==> config.mk <==
export PLATFORM = sky130hd
export DESIGN_NAME = combat_damage_scheduler_flat
export DESIGN_NICKNAME = d
export VERILOG_FILES = /design/src/rtl/combat_damage_scheduler_pkg.sv /design/src/rtl/combat_damage_scheduler_if.sv /design/src/rtl/combat_damage_scheduler_cooldown_bank.sv /design/src/rtl/combat_damage_scheduler.sv /design/src/flat_wrapper.sv
export SDC_FILE = /design/constraint.sdc
export NUM_CORES = 1
export LEC_CHECK = 0
export ABC_AREA = 1
export ABC_CLOCK_PERIOD_IN_PS = 3100
export CORE_ASPECT_RATIO = 0.9
export CORE_MARGIN = 5
export CORE_UTILIZATION = 35
export DETAILED_ROUTE_END_ITERATION = 8
export PLACE_DENSITY = 0.6
export SYNTH_ARGS = -nofsm -noshare
export SYNTH_HDL_FRONTEND = slang
export SYNTH_SLANG_ARGS = --single-unit
export TNS_END_PERCENT = 1
==> constraint.sdc <==
create_clock -name Clk -period 3.1 [get_ports Clk]
set_clock_uncertainty 0.1 [all_clocks]
set_input_delay 0.465 -clock Clk [delete_from_list [all_inputs] [get_ports Clk]]
set_output_delay 0.465 -clock Clk [all_outputs]
set_load 0.03 [all_outputs]
==> src/rtl/combat_damage_scheduler_pkg.sv <==
// Shared game constants, scheduler state encoding and the saturating damage adder.
package combat_damage_scheduler_pkg;

   localparam int NUM_UNITS = 16;
   localparam int IDX_W     = 4;
   localparam int SEL_W     = 5;
   localparam int ATK_W     = 8;
   localparam int DMG_W     = 9;

   localparam logic [SEL_W-1:0] TOWER_SEL = 5'd16;
   localparam logic [SEL_W-1:0] NO_TARGET = 5'd31;
   localparam logic [DMG_W-1:0] DMG_MAX   = '1;

   typedef enum logic [1:0] {
      IDLE,
      SCAN,
      APPLY,
      DONE
   } SchedState;

   // Damage totals clamp at the top of the 9-bit range instead of wrapping.
   function automatic logic [DMG_W-1:0] satAdd(input logic [DMG_W-1:0] acc,
                                               input logic [ATK_W-1:0] atk);
      logic [DMG_W:0] sum;
      sum = {1'b0, acc} + {2'b00, atk};
      return sum[DMG_W] ? DMG_MAX : sum[DMG_W-1:0];
   endfunction

endpackage

==> src/rtl/combat_damage_scheduler_if.sv <==
// Bundle between the tick scheduler, the front/stat providers and the DamageDecoder.
interface combat_damage_scheduler_if;
   import combat_damage_scheduler_pkg::*;

   logic                 Start;
   logic [SEL_W-1:0]     friendlyFront;
   logic [SEL_W-1:0]     enemyFront;
   logic                 frontValid;
   logic [NUM_UNITS-1:0] unitAlive;
   logic [NUM_UNITS-1:0] enemyAlive;
   logic [NUM_UNITS-1:0] unitInRange;
   logic [NUM_UNITS-1:0] enemyInRange;
   logic [IDX_W-1:0]     attackIdx;
   logic [ATK_W-1:0]     unitAttack;
   logic [ATK_W-1:0]     enemyAttack;
   logic [SEL_W-1:0]     unitDamageSelect;
   logic [SEL_W-1:0]     enemyDamageSelect;
   logic [DMG_W-1:0]     totalUnitDamage;
   logic [DMG_W-1:0]     totalEnemyDamage;
   logic                 applyDamage;
   logic                 Busy;
   logic                 Done;

   modport master (
      output Start, friendlyFront, enemyFront, frontValid,
      output unitAlive, enemyAlive, unitInRange, enemyInRange,
      output unitAttack, enemyAttack,
      input  attackIdx, unitDamageSelect, enemyDamageSelect,
      input  totalUnitDamage, totalEnemyDamage, applyDamage, Busy, Done
   );

   modport slave (
      input  Start, friendlyFront, enemyFront, frontValid,
      input  unitAlive, enemyAlive, unitInRange, enemyInRange,
      input  unitAttack, enemyAttack,
      output attackIdx, unitDamageSelect, enemyDamageSelect,
      output totalUnitDamage, totalEnemyDamage, applyDamage, Busy, Done
   );

endinterface

==> src/rtl/combat_damage_scheduler_cooldown_bank.sv <==
// One side's per-unit attack cooldowns; only the slot currently being scanned is updated.
module combat_damage_scheduler_cooldown_bank
   import combat_damage_scheduler_pkg::*;
#(
   parameter int COOLDOWN_TICKS = 4,
   parameter int CD_W           = 3
) (
   input  logic             Clk,
   input  logic             Reset,
   input  logic [IDX_W-1:0] idx,
   input  logic             step,
   input  logic             fire,
   input  logic             alive,
   output logic             ready
);

   localparam logic [CD_W-1:0] RELOAD = CD_W'(COOLDOWN_TICKS - 1);

   logic [CD_W-1:0] cnt [NUM_UNITS];

   // A dead slot never carries a pending cooldown into its next life.
   always_ff @(posedge Clk) begin
      if (Reset) begin
         for (int i = 0; i < NUM_UNITS; i++) begin
            cnt[i] <= '0;
         end
      end else if (step) begin
         if (!alive) begin
            cnt[idx] <= '0;
         end else if (fire) begin
            cnt[idx] <= RELOAD;
         end else if (cnt[idx] != '0) begin
            cnt[idx] <= cnt[idx] - CD_W'(1);
         end
      end
   end

   assign ready = (cnt[idx] == '0);

endmodule

==> src/rtl/combat_damage_scheduler.sv <==
// Per-tick damage sequencer: scans both armies slot by slot, sums firing attack, then strobes the decoder.
module combat_damage_scheduler
   import combat_damage_scheduler_pkg::*;
#(
   parameter int COOLDOWN_TICKS = 4,
   parameter int CD_W           = 3
) (
   input logic                      Clk,
   input logic                      Reset,
   combat_damage_scheduler_if.slave bus
);

   SchedState        state, nextState;
   logic [IDX_W-1:0] idx;
   logic [SEL_W-1:0] friendlyFrontQ, enemyFrontQ;
   logic             frontValidQ;
   logic [DMG_W-1:0] accUnit, accEnemy;
   logic             scanning, applying;
   logic             unitTargetOk, enemyTargetOk;
   logic             unitReady, enemyReady;
   logic             unitFire, enemyFire;

   assign scanning = (state == SCAN);
   assign applying = (state == APPLY);

   // Friendly units strike the enemy front and vice versa; fronts above the tower mean nothing to hit.
   assign unitTargetOk  = frontValidQ && (enemyFrontQ <= TOWER_SEL);
   assign enemyTargetOk = frontValidQ && (friendlyFrontQ <= TOWER_SEL);

   assign unitFire  = scanning && bus.unitAlive[idx] && bus.unitInRange[idx]
                      && unitReady && unitTargetOk;
   assign enemyFire = scanning && bus.enemyAlive[idx] && bus.enemyInRange[idx]
                      && enemyReady && enemyTargetOk;

   combat_damage_scheduler_cooldown_bank #(
      .COOLDOWN_TICKS(COOLDOWN_TICKS),
      .CD_W          (CD_W)
   ) unitCooldowns (
      .Clk  (Clk),
      .Reset(Reset),
      .idx  (idx),
      .step (scanning),
      .fire (unitFire),
      .alive(bus.unitAlive[idx]),
      .ready(unitReady)
   );

   combat_damage_scheduler_cooldown_bank #(
      .COOLDOWN_TICKS(COOLDOWN_TICKS),
      .CD_W          (CD_W)
   ) enemyCooldowns (
      .Clk  (Clk),
      .Reset(Reset),
      .idx  (idx),
      .step (scanning),
      .fire (enemyFire),
      .alive(bus.enemyAlive[idx]),
      .ready(enemyReady)
   );

   always_ff @(posedge Clk) begin
      if (Reset) begin
         state <= IDLE;
      end else begin
         state <= nextState;
      end
   end

   always_comb begin
      nextState = state;
      case (state)
         IDLE:    if (bus.Start) nextState = SCAN;
         SCAN:    if (idx == IDX_W'(NUM_UNITS - 1)) nextState = APPLY;
         APPLY:   nextState = DONE;
         DONE:    nextState = IDLE;
         default: nextState = IDLE;
      endcase
   end

   // Fronts are captured once per tick so upstream can move on while the scan runs.
   always_ff @(posedge Clk) begin
      if (Reset) begin
         idx            <= '0;
         friendlyFrontQ <= NO_TARGET;
         enemyFrontQ    <= NO_TARGET;
         frontValidQ    <= 1'b0;
         accUnit        <= '0;
         accEnemy       <= '0;
      end else if (state == IDLE && bus.Start) begin
         idx            <= '0;
         friendlyFrontQ <= bus.friendlyFront;
         enemyFrontQ    <= bus.enemyFront;
         frontValidQ    <= bus.frontValid;
         accUnit        <= '0;
         accEnemy       <= '0;
      end else if (scanning) begin
         idx <= idx + IDX_W'(1);
         if (unitFire) begin
            accEnemy <= satAdd(accEnemy, bus.unitAttack);
         end
         if (enemyFire) begin
            accUnit <= satAdd(accUnit, bus.enemyAttack);
         end
      end
   end

   assign bus.attackIdx         = idx;
   assign bus.applyDamage       = applying;
   assign bus.Busy              = (state != IDLE);
   assign bus.Done              = (state == DONE);
   assign bus.unitDamageSelect  = (applying && enemyTargetOk) ? friendlyFrontQ : NO_TARGET;
   assign bus.totalUnitDamage   = (applying && enemyTargetOk) ? accUnit : '0;
   assign bus.enemyDamageSelect = (applying && unitTargetOk) ? enemyFrontQ : NO_TARGET;
   assign bus.totalEnemyDamage  = (applying && unitTargetOk) ? accEnemy : '0;

endmodule

==> src/flat_wrapper.sv <==
// flat-port wrapper written by rule: the top's interface ports become plain ports
module combat_damage_scheduler_flat import combat_damage_scheduler_pkg::*;
#(
   parameter int COOLDOWN_TICKS = 4,
   parameter int CD_W           = 3
)
  (Clk, Reset, bus_Start, bus_friendlyFront, bus_enemyFront, bus_frontValid, bus_unitAlive, bus_enemyAlive, bus_unitInRange, bus_enemyInRange, bus_unitAttack, bus_enemyAttack, bus_attackIdx, bus_unitDamageSelect, bus_enemyDamageSelect, bus_totalUnitDamage, bus_totalEnemyDamage, bus_applyDamage, bus_Busy, bus_Done);
  combat_damage_scheduler_if bus_i ();
  input logic Clk;
  input logic Reset;
  input wire logic [$bits(bus_i.Start)-1:0] bus_Start;
  input wire logic [$bits(bus_i.friendlyFront)-1:0] bus_friendlyFront;
  input wire logic [$bits(bus_i.enemyFront)-1:0] bus_enemyFront;
  input wire logic [$bits(bus_i.frontValid)-1:0] bus_frontValid;
  input wire logic [$bits(bus_i.unitAlive)-1:0] bus_unitAlive;
  input wire logic [$bits(bus_i.enemyAlive)-1:0] bus_enemyAlive;
  input wire logic [$bits(bus_i.unitInRange)-1:0] bus_unitInRange;
  input wire logic [$bits(bus_i.enemyInRange)-1:0] bus_enemyInRange;
  input wire logic [$bits(bus_i.unitAttack)-1:0] bus_unitAttack;
  input wire logic [$bits(bus_i.enemyAttack)-1:0] bus_enemyAttack;
  output wire logic [$bits(bus_i.attackIdx)-1:0] bus_attackIdx;
  output wire logic [$bits(bus_i.unitDamageSelect)-1:0] bus_unitDamageSelect;
  output wire logic [$bits(bus_i.enemyDamageSelect)-1:0] bus_enemyDamageSelect;
  output wire logic [$bits(bus_i.totalUnitDamage)-1:0] bus_totalUnitDamage;
  output wire logic [$bits(bus_i.totalEnemyDamage)-1:0] bus_totalEnemyDamage;
  output wire logic [$bits(bus_i.applyDamage)-1:0] bus_applyDamage;
  output wire logic [$bits(bus_i.Busy)-1:0] bus_Busy;
  output wire logic [$bits(bus_i.Done)-1:0] bus_Done;
  assign bus_i.Start = bus_Start;
  assign bus_i.friendlyFront = bus_friendlyFront;
  assign bus_i.enemyFront = bus_enemyFront;
  assign bus_i.frontValid = bus_frontValid;
  assign bus_i.unitAlive = bus_unitAlive;
  assign bus_i.enemyAlive = bus_enemyAlive;
  assign bus_i.unitInRange = bus_unitInRange;
  assign bus_i.enemyInRange = bus_enemyInRange;
  assign bus_i.unitAttack = bus_unitAttack;
  assign bus_i.enemyAttack = bus_enemyAttack;
  assign bus_attackIdx = bus_i.attackIdx;
  assign bus_unitDamageSelect = bus_i.unitDamageSelect;
  assign bus_enemyDamageSelect = bus_i.enemyDamageSelect;
  assign bus_totalUnitDamage = bus_i.totalUnitDamage;
  assign bus_totalEnemyDamage = bus_i.totalEnemyDamage;
  assign bus_applyDamage = bus_i.applyDamage;
  assign bus_Busy = bus_i.Busy;
  assign bus_Done = bus_i.Done;
  combat_damage_scheduler #(.COOLDOWN_TICKS(COOLDOWN_TICKS), .CD_W(CD_W)) u_core (.Clk(Clk), .Reset(Reset), .bus(bus_i));
endmodule
==> results.md, run 1 <==
- Number of distinct library cells after synthesis: 39
- Cell Rows: 53
- Final Util: around 46%
- Most numerous cell in the Yosys netlist: nand2_1
- Setup violations, final: 0
- Diodes inserted: 0
- # port buffers: ~130
- Final WL: roughly 23,000 um
- Main flop type after synthesis: edfxtp_1
- Post-DP HPWL: between 15,000 and 20,000 um
- Static Leak: roughly 4.5 nW
- Req. time, crit path: roughly 3100 ps
- Reg2reg setup slack: around 150 ps
- Pwr dens: ~550 nW/um^2
- Max Cap Violations: 0
- Yosys reg bits: around 140
- Syn Area/Cell: between 7 and 8 sq um
- Htree depth: 4
- Final hold viol count: 0
- Ys async rst share: 0%
- Initial Util: a little over a third
- Fin crit period: a little under 3000 ps
- CTS tree: yes
- DRC viols: 0
- Worst slew pin tran: around 670 ps
- Largest cells by area after synthesis: edfxtp_1 34%, nand2_1 11%, dfxtp_1 9.3%
- Area growth syn-to-layout: 28.29%
- Latest clock arrival within the worst-skew pair: 420 ps
- DR iter-0 viols: approximately 530
- 1st-pass router iterations: 6
- Total track usage: between 10% and 20%
- Final instance area: between 10,000 and 15,000 sq um
- Critical path class: flip-flop to flip-flop
- Max Fanout on Critical Path: 31
- CTS max path bufs: 2
- Clk pin slew, worst setup/hold paths: roughly 60 ps
- Syn Nets: around 1.2k
- Core Area: between 20,000 and 25,000 sq um
- Layout cells sized above 1: about an eighth
- Status: completed
- Post-synth EDFFs: 96
- Antenna viol nets, final: 0
- Sink Count: roughly 140
- Die Height: between 150 and 200 um
- Slew HR: a little under three fifths
- HP Class: flip-flop to flip-flop
- Yosys warnings: 0
- Post-synthesis instance area: between 8000 and 9000 sq um
- Initial antenna violation count: 0
- Crit path arrival time: 2970 ps
- Period utilization: 95.09%
- Startpoint Class: flip-flop
- Area post-placement: between 10,000 and 15,000 sq um
- Largest net degree at the start of global routing: 35
- Cells after synthesis: roughly 1.1k
- Vias per Instance: roughly 4.8
- Top-area cell type share of the netlist area: between 30% and 40%
- Final Max Slew Viols: 0
- # hold bufs at CTS: 0
- WL per Instance: 15.38 um
- Crit end category: flip-flop
- Sequential-to-total area share from yosys stat: approximately 44%
- Die Span X: 173.2 um
- RD Place Congestion: just under 0.9
- Total gr overflow: 0
- Fin Setup TNS: 0 ps
- NumNets Final: 1,334
- Cts repair resizes: 19
- I/O pin total: between 100 and 150
- First-pass GRT wire length: roughly 38,000 um
- Leading area contributor after synthesis: edfxtp_1
- CTS root buf: clkbuf_16
- RSZ-0062 raised after global routing: true
- Full die area: 27,190 sq um
- Top cells by count, synth: 251 x nand2_1, 184 x nor2_1, 138 x inv_1
- Vias in the first global route: around 7.3k
- CTS buffer count: 17
- Post-CTS Setup Bufs: 0
- Via count: between 7k and 8k
- Worst vdd ir: roughly 0.39 mV
- Peak Freq: ~340 MHz
## worst max-delay path, stage by stage (launching register included)
cell and delay, ps:
dfxtp_4 380, buf_12 180, mux2i_1 210, o21ai_0 90, o211ai_1 200, nand2_1 100, inv_1 70, ha_1 140
ha_1 190, nand2_1 70, nor2_1 100, nand2_1 90, nor2_4 160, nand2_4 90, nand2_8 150, nand3_1 170
nand2_2 150
## final timing paths
check,startpoint,end,cells past startpoint
max,flip-flop,u_core.enemyCooldowns.cnt[14][0]$_SDFFCE_PN0P_,16
min,u_core.accEnemy[1]$_SDFFE_PP0P_,u_core.accEnemy[1]$_SDFFE_PP0P_,2
max reg2reg,flip-flop,u_core.enemyCooldowns.cnt[14][0]$_SDFFCE_PN0P_,16
min reg2reg,u_core.accEnemy[1]$_SDFFE_PP0P_,u_core.accEnemy[1]$_SDFFE_PP0P_,2
## state kept, by name, summed over array words and instances (netlist names), 2 cells and up, named ones only
register and cells:
u_core.enemyFrontQ 5, u_core.accEnemy 9, u_core.unitCooldowns.cnt 48, u_core.accUnit 9
u_core.state 2, u_core.bus.attackIdx 4, u_core.enemyCooldowns.cnt 48, u_core.friendlyFrontQ 5
## stage by stage
stage,hold WS [ps],power [W],setup WS (ps),instances
2_1_floorplan,356.6,0.003417,10.46,1074
3_3_place_gp,374.6,0.003976,85.83,1492
3_5_place_dp,376.8,0.003989,46.02,1492
4_1_cts,392.6,0.005868,0.7738,1524
5_1_grt,425.7,0.006220,-102.2,1524
6_report,388.7,0.005892,152.1,1524
## per-layer routing
layer / GRT usage [%] / part of all wire (%) / up-vias
met5: 0 / 0 / -
met4: 4.559 / 1.3 / 0
met3: 4.443 / 7.1 / 26
met2: 28.58 / 46 / 235
met1: 23.09 / 46 / 3308
li1: - / - / 3765
## power breakdown
group | leakage (nW) | internal (W) | switching (W)
clock network | 0.258 | 0.00114 | 0.000747
logic | 2.96 | 0.000698 | 0.00119
registers | 1.31 | 0.00205 | 0.0000714
## kinds of logic (layout without fill, tap and decap cells)
group / after synthesis / in the layout / share of synthesized area [%]
and+or+nand+nor: 574 / 574 / 30.30
buffers and inverters: 190 / 338 / 10.02
DFF: 135 / 135 / 43.64
AOI/OAI and AO/OA: 116 / 116 / 8.079
adders and majority gates: 31 / 31 / 4.800
muxes: 16 / 16 / 1.908
xor gates and xnor gates: 12 / 12 / 1.252
## final cells by class
| type | instances | area, sq um |
|---|---|---|
| Clock buffer | 24 | 471.7 |
| Timing Repair Buffer | 161 | 1600 |
| Tap cell | 302 | 377.9 |
| Sequential cell | 135 | 3667 |
| Inverter | 145 | 551.8 |
| Fill cell | 2323 | 12710 |
| Multi-Input combinational cell | 749 | 4025 |
| Clock inverter | 8 | 75.07 |
## cells in the final DEF, fill, tap and decap left out, types with 5 or more instances in the layout
cell type / n
buf_12: 6
o211ai_1: 28
clkbuf_16: 17
inv_1: 136
dlygate4sd2_1: 18
nand3_2: 27
a21oi_1: 41
inv_2: 7
nand4_1: 9
clkbuf_1: 5
nand3_1: 77
dfxtp_1: 38
clkdlybuf4s50_1: 104
o21ai_0: 34
nand2_1: 226
nand2_4: 5
buf_4: 26
ha_1: 28
nor2_1: 183
or2_2: 6
edfxtp_1: 96
dlymetal6s2s_1: 6
o21a_1: 6
nand2_2: 24
xor2_1: 8
mux2i_1: 16
Note: power is estimated with default switching activity, not from simulation.
==> inputs of run 2 (changes only) <==
CORE_MARGIN = 1   (was 5)
==> results.md, run 2 (same netlist as run 1, synthesis figures left out) <==
- Clk pin slew, worst setup/hold paths: 60 ps (about the same)
- Met3 WL post-DR: 1408 um (was 1664 um)
- Die Span X: 165.2 um (was 173.2 um)
- Crit end category: flip-flop (unchanged)
- Vias per Instance: 4.802 (was 4.812)
- Reg2reg setup slack: 150 ps (about the same)
- Final WL: 22,660 um (was 23,440 um)
- RSZ-0062 raised after global routing: true (unchanged)
- Max Cap Violations: 0 (unchanged)
- NumNets Final: 1,327 (was 1,334)
- Hold path start: u_core.friendlyFrontQ[0]$_SDFFE_PP1P_ (was u_core.accEnemy[1]$_SDFFE_PP0P_)
- Post-DP HPWL: 16,560 um (was 17,760 um)
- WL met1: 10,390 um (was 10,740 um)
- Largest net degree at the start of global routing: 41 (was 35)
- Diodes inserted: 0 (unchanged)
- Max Fanout on Critical Path: 40 (was 31)
- Top Metal Used: met4 (unchanged)
- Total power: 0.005872 W (was 0.005892 W)
- 1st-pass router iterations: 5 (was 6)
- CTS tree: yes (unchanged)
- WL per Instance: 14.94 um (was 15.38 um)
- Full die area: 24,610 sq um (was 27,190 sq um)
- CTS buffer count: 17 (unchanged)
- Min-Delay Endpoint: u_core.friendlyFrontQ[0]$_SDFFE_PP1P_ (was u_core.accEnemy[1]$_SDFFE_PP0P_)
- Most common cell after layout, fill and taps aside: nand2_1 (unchanged)
- Peak Freq: 338.8 MHz (was 339.2 MHz)
- DR iter-0 viols: 445 (was 533)
- Worst setup margin: 148.1 ps (was 152.1 ps)
- Latest clock arrival within the worst-skew pair: 420 ps (about the same)
- Static Leak: 4.652 nW (was 4.524 nW)
- Sink Count: 135 (unchanged)
- Worst vdd ir: 0.4211 mV (was 0.3912 mV)
- Htree depth: 4 (unchanged)
- HP Class: flip-flop to flip-flop (unchanged)
- Slew HR: 58.23% (was 55.12%)
- I/O pin total: 129 (unchanged)
- Area of the multi-input gates: 3960 sq um (was 4025 sq um)
- Status: completed (unchanged)
- # port buffers: 128 (unchanged)
- Final cell count without fillers: 1,517 (was 1,524)
- Setup violations, final: 0 (unchanged)
- Vias in the first global route: 7,280 (was 7,318)
- WL met2: 10,540 um (was 10,730 um)
- Top flop regs: u_core.enemyCooldowns.cnt: 48 flops, u_core.unitCooldowns.cnt: 48 flops (unchanged)
- FF/Latch Area: 3667 sq um (unchanged)
- Via count: 7,285 (was 7,334)
- Worst slew pin tran: 624.3 ps (was 671.6 ps)
- Die Height: 148.9 um (was 156.9 um)
- Initial Util: 35.76% (unchanged)
- Worst reg-to-reg path cell count: 16 (unchanged)
- Hold Path Depth: 2 (unchanged)
- Total gr overflow: 0 (unchanged)
- Worst R2R End: u_core.enemyCooldowns.cnt[2][1]$_SDFFCE_PN0P_ (was u_core.enemyCooldowns.cnt[14][0]$_SDFFCE_PN0P_)
- Crit path arrival time: 2980 ps (was 2970 ps)
- Final Max Slew Viols: 0 (unchanged)
- Initial antenna violation count: 0 (unchanged)
- Cell Rows: 53 (unchanged)
- # hold bufs at CTS: 0 (unchanged)
- Critical path class: flip-flop to flip-flop (unchanged)
- Post-CTS Setup Bufs: 0 (unchanged)
- Placed instance count: 1,485 (was 1,492)
- Core Area: 23,480 sq um (unchanged)
- Most frequent cells in the layout: 237 x nand2_1, 183 x nor2_1, 137 x inv_1, 104 x clkdlybuf4s50_1, 96 x edfxtp_1 (was 226 x nand2_1, 183 x nor2_1, 136 x inv_1, 104 x clkdlybuf4s50_1, 96 x edfxtp_1)
- Req. time, crit path: 3130 ps (about the same)
- CTS root buf: clkbuf_16 (unchanged)
- DRC viols: 0 (unchanged)
- Startpoint Class: flip-flop (unchanged)
- WHS: 392.4 ps (was 388.7 ps)
- Layout cells sized above 1: 9.959% (was 11.78%)
- CTS max path bufs: 2 (unchanged)
- Area growth syn-to-layout: 27.77% (was 28.29%)
- RD Place Congestion: 0.8509 (was 0.8834)
- Fin crit period: 2952 ps (was 2948 ps)
- Cts repair resizes: 9 (was 19)
- Final hold viol count: 0 (unchanged)
- Period utilization: 95.22% (was 95.09%)
- Pwr dens: 547.5 nW/um^2 (was 547.1 nW/um^2)
- Total track usage: 19.35% (was 17.38%)
- Antenna viol nets, final: 0 (unchanged)
- First-pass GRT wire length: 36,640 um (was 37,870 um)
- Fillers: 2,389 (was 2,323)
- Worst slack at placement: 27.52 ps (was 46.02 ps)
==> run 2: power by group <==
group	total [W]	switching (W)	internal, W
clock	0.00190	0.000800	0.00110
sequential	0.00212	0.0000717	0.00205
combinational	0.00185	0.00118	0.000672
==> run 2: layer usage <==
metal  vias to the layer above  global-route usage, %
li1                       3748                      -
met1                      3323                  25.06
met2                       195                  31.63
met3                        19                  4.782
met4                         0                  5.826
met5                         -                      0
==> run 2: worst max path at each step <==
stage / from / cells after the start / slack [ps] / to
after floorplan: flip-flop / 20 / 10 / u_core.unitCooldowns.cnt[3][0]$_SDFFCE_PN0P_
after global routing: flip-flop / 16 / -50 / u_core.unitCooldowns.cnt[0][1]$_SDFFCE_PN0P_
final: flip-flop / 16 / 150 / u_core.enemyCooldowns.cnt[2][1]$_SDFFCE_PN0P_
after detailed placement: flip-flop / 16 / 30 / u_core.unitCooldowns.cnt[4][0]$_SDFFCE_PN0P_
after CTS: u_core.state[0]$_SDFFE_PP0P_ / 7 / 1 / bus_totalUnitDamage[1]
after global placement: flip-flop / 16 / 80 / u_core.unitCooldowns.cnt[0][1]$_SDFFCE_PN0P_
==> run 2: per-stage QoR <==
stage,util (%),setup TNS (ps),cell area (sq um)
floorplan,-,0,8396
global placement,42.89,0,10070
detailed placement,42.89,0,10070
CTS,45.25,0,10620
global route,45.69,-766.2,10730
finish,45.69,0,10730
==> run 2: cell type report <==
| cell class | instances | share of cell area [%] |
|---|---|---|
| well taps | 302 | 3.523 |
| clock buffers | 17 | 3.966 |
| multi-input cells | 749 | 36.92 |
| flip-flops and latches | 135 | 34.19 |
| inverters | 145 | 5.145 |
| repair buffers | 154 | 15.05 |
| clock inverters | 15 | 1.202 |
==> run 2: worst max-delay path, cell delays in order, from the launching register on <==
cell      delay, ps
dfxtp_4         370
buf_12          170
o21ai_0         280
o211ai_1        150
o211ai_1        120
nand2_1         100
inv_1            70
ha_1            150
ha_1            180
nand2_1          60
nor2_1          110
nand2_1          80
nor2_4          150
nand2_4          90
nand2_8         150
nand3_1         170
nand2_2         140
==> inputs of run 3 (changes only) <==
CORE_UTILIZATION = 50   (was 35)
PLACE_DENSITY = 0.8   (was 0.6)
==> results.md, run 3 (same netlist as run 1, synthesis figures left out) <==
- Worst slew pin tran: 519.5 ps (was 624.3 ps)
- Final Max Slew Viols: 0 (unchanged)
- DRC viols: 4 (was 0)
- Period utilization: 94.96% (was 95.22%)
- Initial antenna violation count: 0 (unchanged)
- Post-DP HPWL: 15,910 um (was 16,560 um)
- Crit end category: flip-flop (unchanged)
- WL per Instance: 15.30 um (was 14.94 um)
- Peak Freq: 339.7 MHz (was 338.8 MHz)
- Worst vdd ir: 0.4123 mV (was 0.4211 mV)
- Initial Util: 51.51% (was 35.76%)
- Core Area: 16,300 sq um (was 23,480 sq um)
- CTS buffer count: 17 (unchanged)
- Via count: 7,538 (was 7,285)
- Comb power frac: 30.7% (was 31.5%)
- Final WL: 21,760 um (was 22,660 um)
- Startpoint Class: flip-flop (unchanged)
- Slew HR: 65.24% (was 58.23%)
- Clock share of power: 33.8% (was 32.4%)
- Max stage delay on crit path: 380 ps (was 370 ps)
- Static Leak: 4.676 nW (was 4.652 nW)
- Most common cell after layout, fill and taps aside: nand2_1 (unchanged)
- CTS root buf: clkbuf_16 (unchanged)
- Area growth syn-to-layout: 26.49% (was 27.77%)
- Largest net degree at the start of global routing: 47 (was 41)
- Max Cap Violations: 0 (unchanged)
- Latest clock arrival within the worst-skew pair: 420 ps (about the same)
- 1st-pass router iterations: 7 (was 5)
- Diodes inserted: 0 (unchanged)
- Post-CTS Setup Bufs: 0 (unchanged)
- Cell breakdown of the critical path: buf_12 -> a21oi_1 -> o21ai_0 -> nand3_1 -> nand3_1 -> nand2_1 -> inv_1 -> ha_1 -> ha_1 -> nand2_1 -> nor2_1 -> nand2_1 -> nor2_4 -> nand2_4 -> nand2_8 -> nand3_1 -> nand2_1 (was buf_12 -> o21ai_0 -> o211ai_1 -> o211ai_1 -> nand2_1 -> inv_1 -> ha_1 -> ha_1 -> nand2_1 -> nor2_1 -> nand2_1 -> nor2_4 -> nand2_4 -> nand2_8 -> nand3_1 -> nand2_2)
- Worst R2R End: u_core.unitCooldowns.cnt[15][2]$_SDFFCE_PN0P_ (was u_core.enemyCooldowns.cnt[2][1]$_SDFFCE_PN0P_)
- RD Place Congestion: 0.9168 (was 0.8509)
- Antenna viol nets, final: 0 (unchanged)
- # port buffers: 128 (unchanged)
- Hold path start: u_core.enemyFrontQ[0]$_SDFFE_PP1P_ (was u_core.friendlyFrontQ[0]$_SDFFE_PP1P_)
- Failing checks: DRC
- Fin crit period: 2944 ps (was 2952 ps)
- Sequential power share: 35.4% (was 36.1%)
- Total gr overflow: 0 (unchanged)
- CP most frequent cell: nand2_1 (unchanged)
- Total track usage: 26.15% (was 19.35%)
- Die Span X: 138.6 um (was 165.2 um)
- Top flop regs: u_core.enemyCooldowns.cnt: 48 flops, u_core.unitCooldowns.cnt: 48 flops (unchanged)
- Req. time, crit path: 3130 ps (about the same)
- Pint: 0.003961 W (was 0.003821 W)
- Final instance area: 10,620 sq um (was 10,730 sq um)
- Area post-placement: 9912 sq um (was 10,070 sq um)
- Min-Delay Endpoint: u_core.enemyFrontQ[0]$_SDFFE_PP1P_ (was u_core.friendlyFrontQ[0]$_SDFFE_PP1P_)
- Setup violations, final: 0 (unchanged)
- NumNets Final: 1,327 (unchanged)
- Cell Rows: 44 (was 53)
- Most frequent cells in the layout: 237 x nand2_1, 183 x nor2_1, 138 x inv_1, 104 x clkdlybuf4s50_1, 96 x edfxtp_1 (was 237 x nand2_1, 183 x nor2_1, 137 x inv_1, 104 x clkdlybuf4s50_1, 96 x edfxtp_1)
- Die Height: 124.9 um (was 148.9 um)
- Reg2reg setup slack: 160 ps (was 150 ps)
- Final hold viol count: 0 (unchanged)
- Vias in the first global route: 7,409 (was 7,280)
- Layout cells sized above 1: 10.04% (was 9.959%)
- Full die area: 17,310 sq um (was 24,610 sq um)
- Switching Power: 0.001994 W (was 0.002051 W)
- Worst setup margin: 156.3 ps (was 148.1 ps)
- Hold Path Depth: 2 (unchanged)
- Status: finished, violations left (was completed)
- RSZ-0062 raised after global routing: true (unchanged)
- Worst slack at placement: 89.54 ps (was 27.52 ps)
- Critical path class: flip-flop to flip-flop (unchanged)
- Worst reg-to-reg path cell count: 17 (was 16)
- Clk pin slew, worst setup/hold paths: 60 ps (about the same)
- Crit path arrival time: 2970 ps (was 2980 ps)
- CTS tree: yes (unchanged)
- CTS max path bufs: 2 (unchanged)
- First-pass GRT wire length: 35,860 um (was 36,640 um)
- I/O pin total: 129 (unchanged)
- HP Class: flip-flop to flip-flop (unchanged)
- Worst path slowest cell: dfxtp_2 (was dfxtp_4)
- Sink Count: 135 (unchanged)
- Pwr dens: 560.8 nW/um^2 (was 547.5 nW/um^2)
- Htree depth: 4 (unchanged)
- Vias per Instance: 5.301 (was 4.802)
- Max Fanout on Critical Path: 46 (was 40)
- Sw Share: 33.48% (was 34.93%)
- DR iter-0 viols: 606 (was 445)
-- run 3: repair_timing --
item | 4_1_cts | 5_1_grt
pin swaps | 0 | 1
endpoints found under the setup margin | 6 | 142
hold buffers | 0 | 0
resized for setup | 6 | 42
-- run 3: per-layer routing --
metal	vias up	GRT usage (%)	routed length [um]
met5	-	0	0
met4	0	8.262	366
met3	38	5.921	1588
met2	269	43.48	10250
met1	3478	33.86	9553
li1	3753	-	-
-- run 3: worst max-delay path: cells and delay by family (launching register included) --
kind | cells | cell delay (ps)
flops | 1 | 380
simple gates | 11 | 1300
fa+ha+maj | 2 | 350
compound gates | 2 | 200
buf+inv | 2 | 300
-- run 3: how the worst max path moves through the flow --
stage	to	slack [ps]	depth (start not counted)
after global placement	u_core.unitCooldowns.cnt[14][0]$_SDFFCE_PN0P_	160	16
after CTS	bus_totalUnitDamage[0]	30	7
after global routing	u_core.enemyCooldowns.cnt[12][0]$_SDFFCE_PN0P_	-50	17
after floorplan	u_core.unitCooldowns.cnt[3][0]$_SDFFCE_PN0P_	10	20
after detailed placement	u_core.unitCooldowns.cnt[12][2]$_SDFFCE_PN0P_	90	17
final	u_core.unitCooldowns.cnt[15][2]$_SDFFCE_PN0P_	160	17
-- run 3: layout make-up --
type / count / area (sq um)
tap: 207 / 259.0
fill: 1332 / 5678
multi-input combinational: 749 / 3975
inverter: 145 / 551.8
sequential: 135 / 3666
clock inverter: 14 / 156.4
timing repair buffer: 154 / 1580
clock buffer: 18 / 429.2
-- run 3: power by group through the flow --
| stage | sequential, W | clock [W] | combinational [W] |
|---|---|---|---|
| floorplan | 0.00213 | 0 | 0.00129 |
| global placement | 0.00214 | 0 | 0.00174 |
| detailed placement | 0.00215 | 0 | 0.00177 |
| CTS | 0.00211 | 0.00202 | 0.00179 |
| global route | 0.00212 | 0.00211 | 0.00201 |
| finish | 0.00211 | 0.00201 | 0.00183 |
-- run 3: metrics by stage --
step	std cells	hold WS, ps	setup TNS (ps)	total power (W)	utilization, %
5_1_grt	1422	410.1	-1282	0.006243	65.16
3_5_place_dp	1390	386.1	0	0.003920	60.83
4_1_cts	1422	399.4	0	0.005923	64.37
2_1_floorplan	1074	356.6	0	0.003417	-
6_report	1422	396.4	0	0.005954	65.16
3_3_place_gp	1390	379.4	0	0.003884	60.83
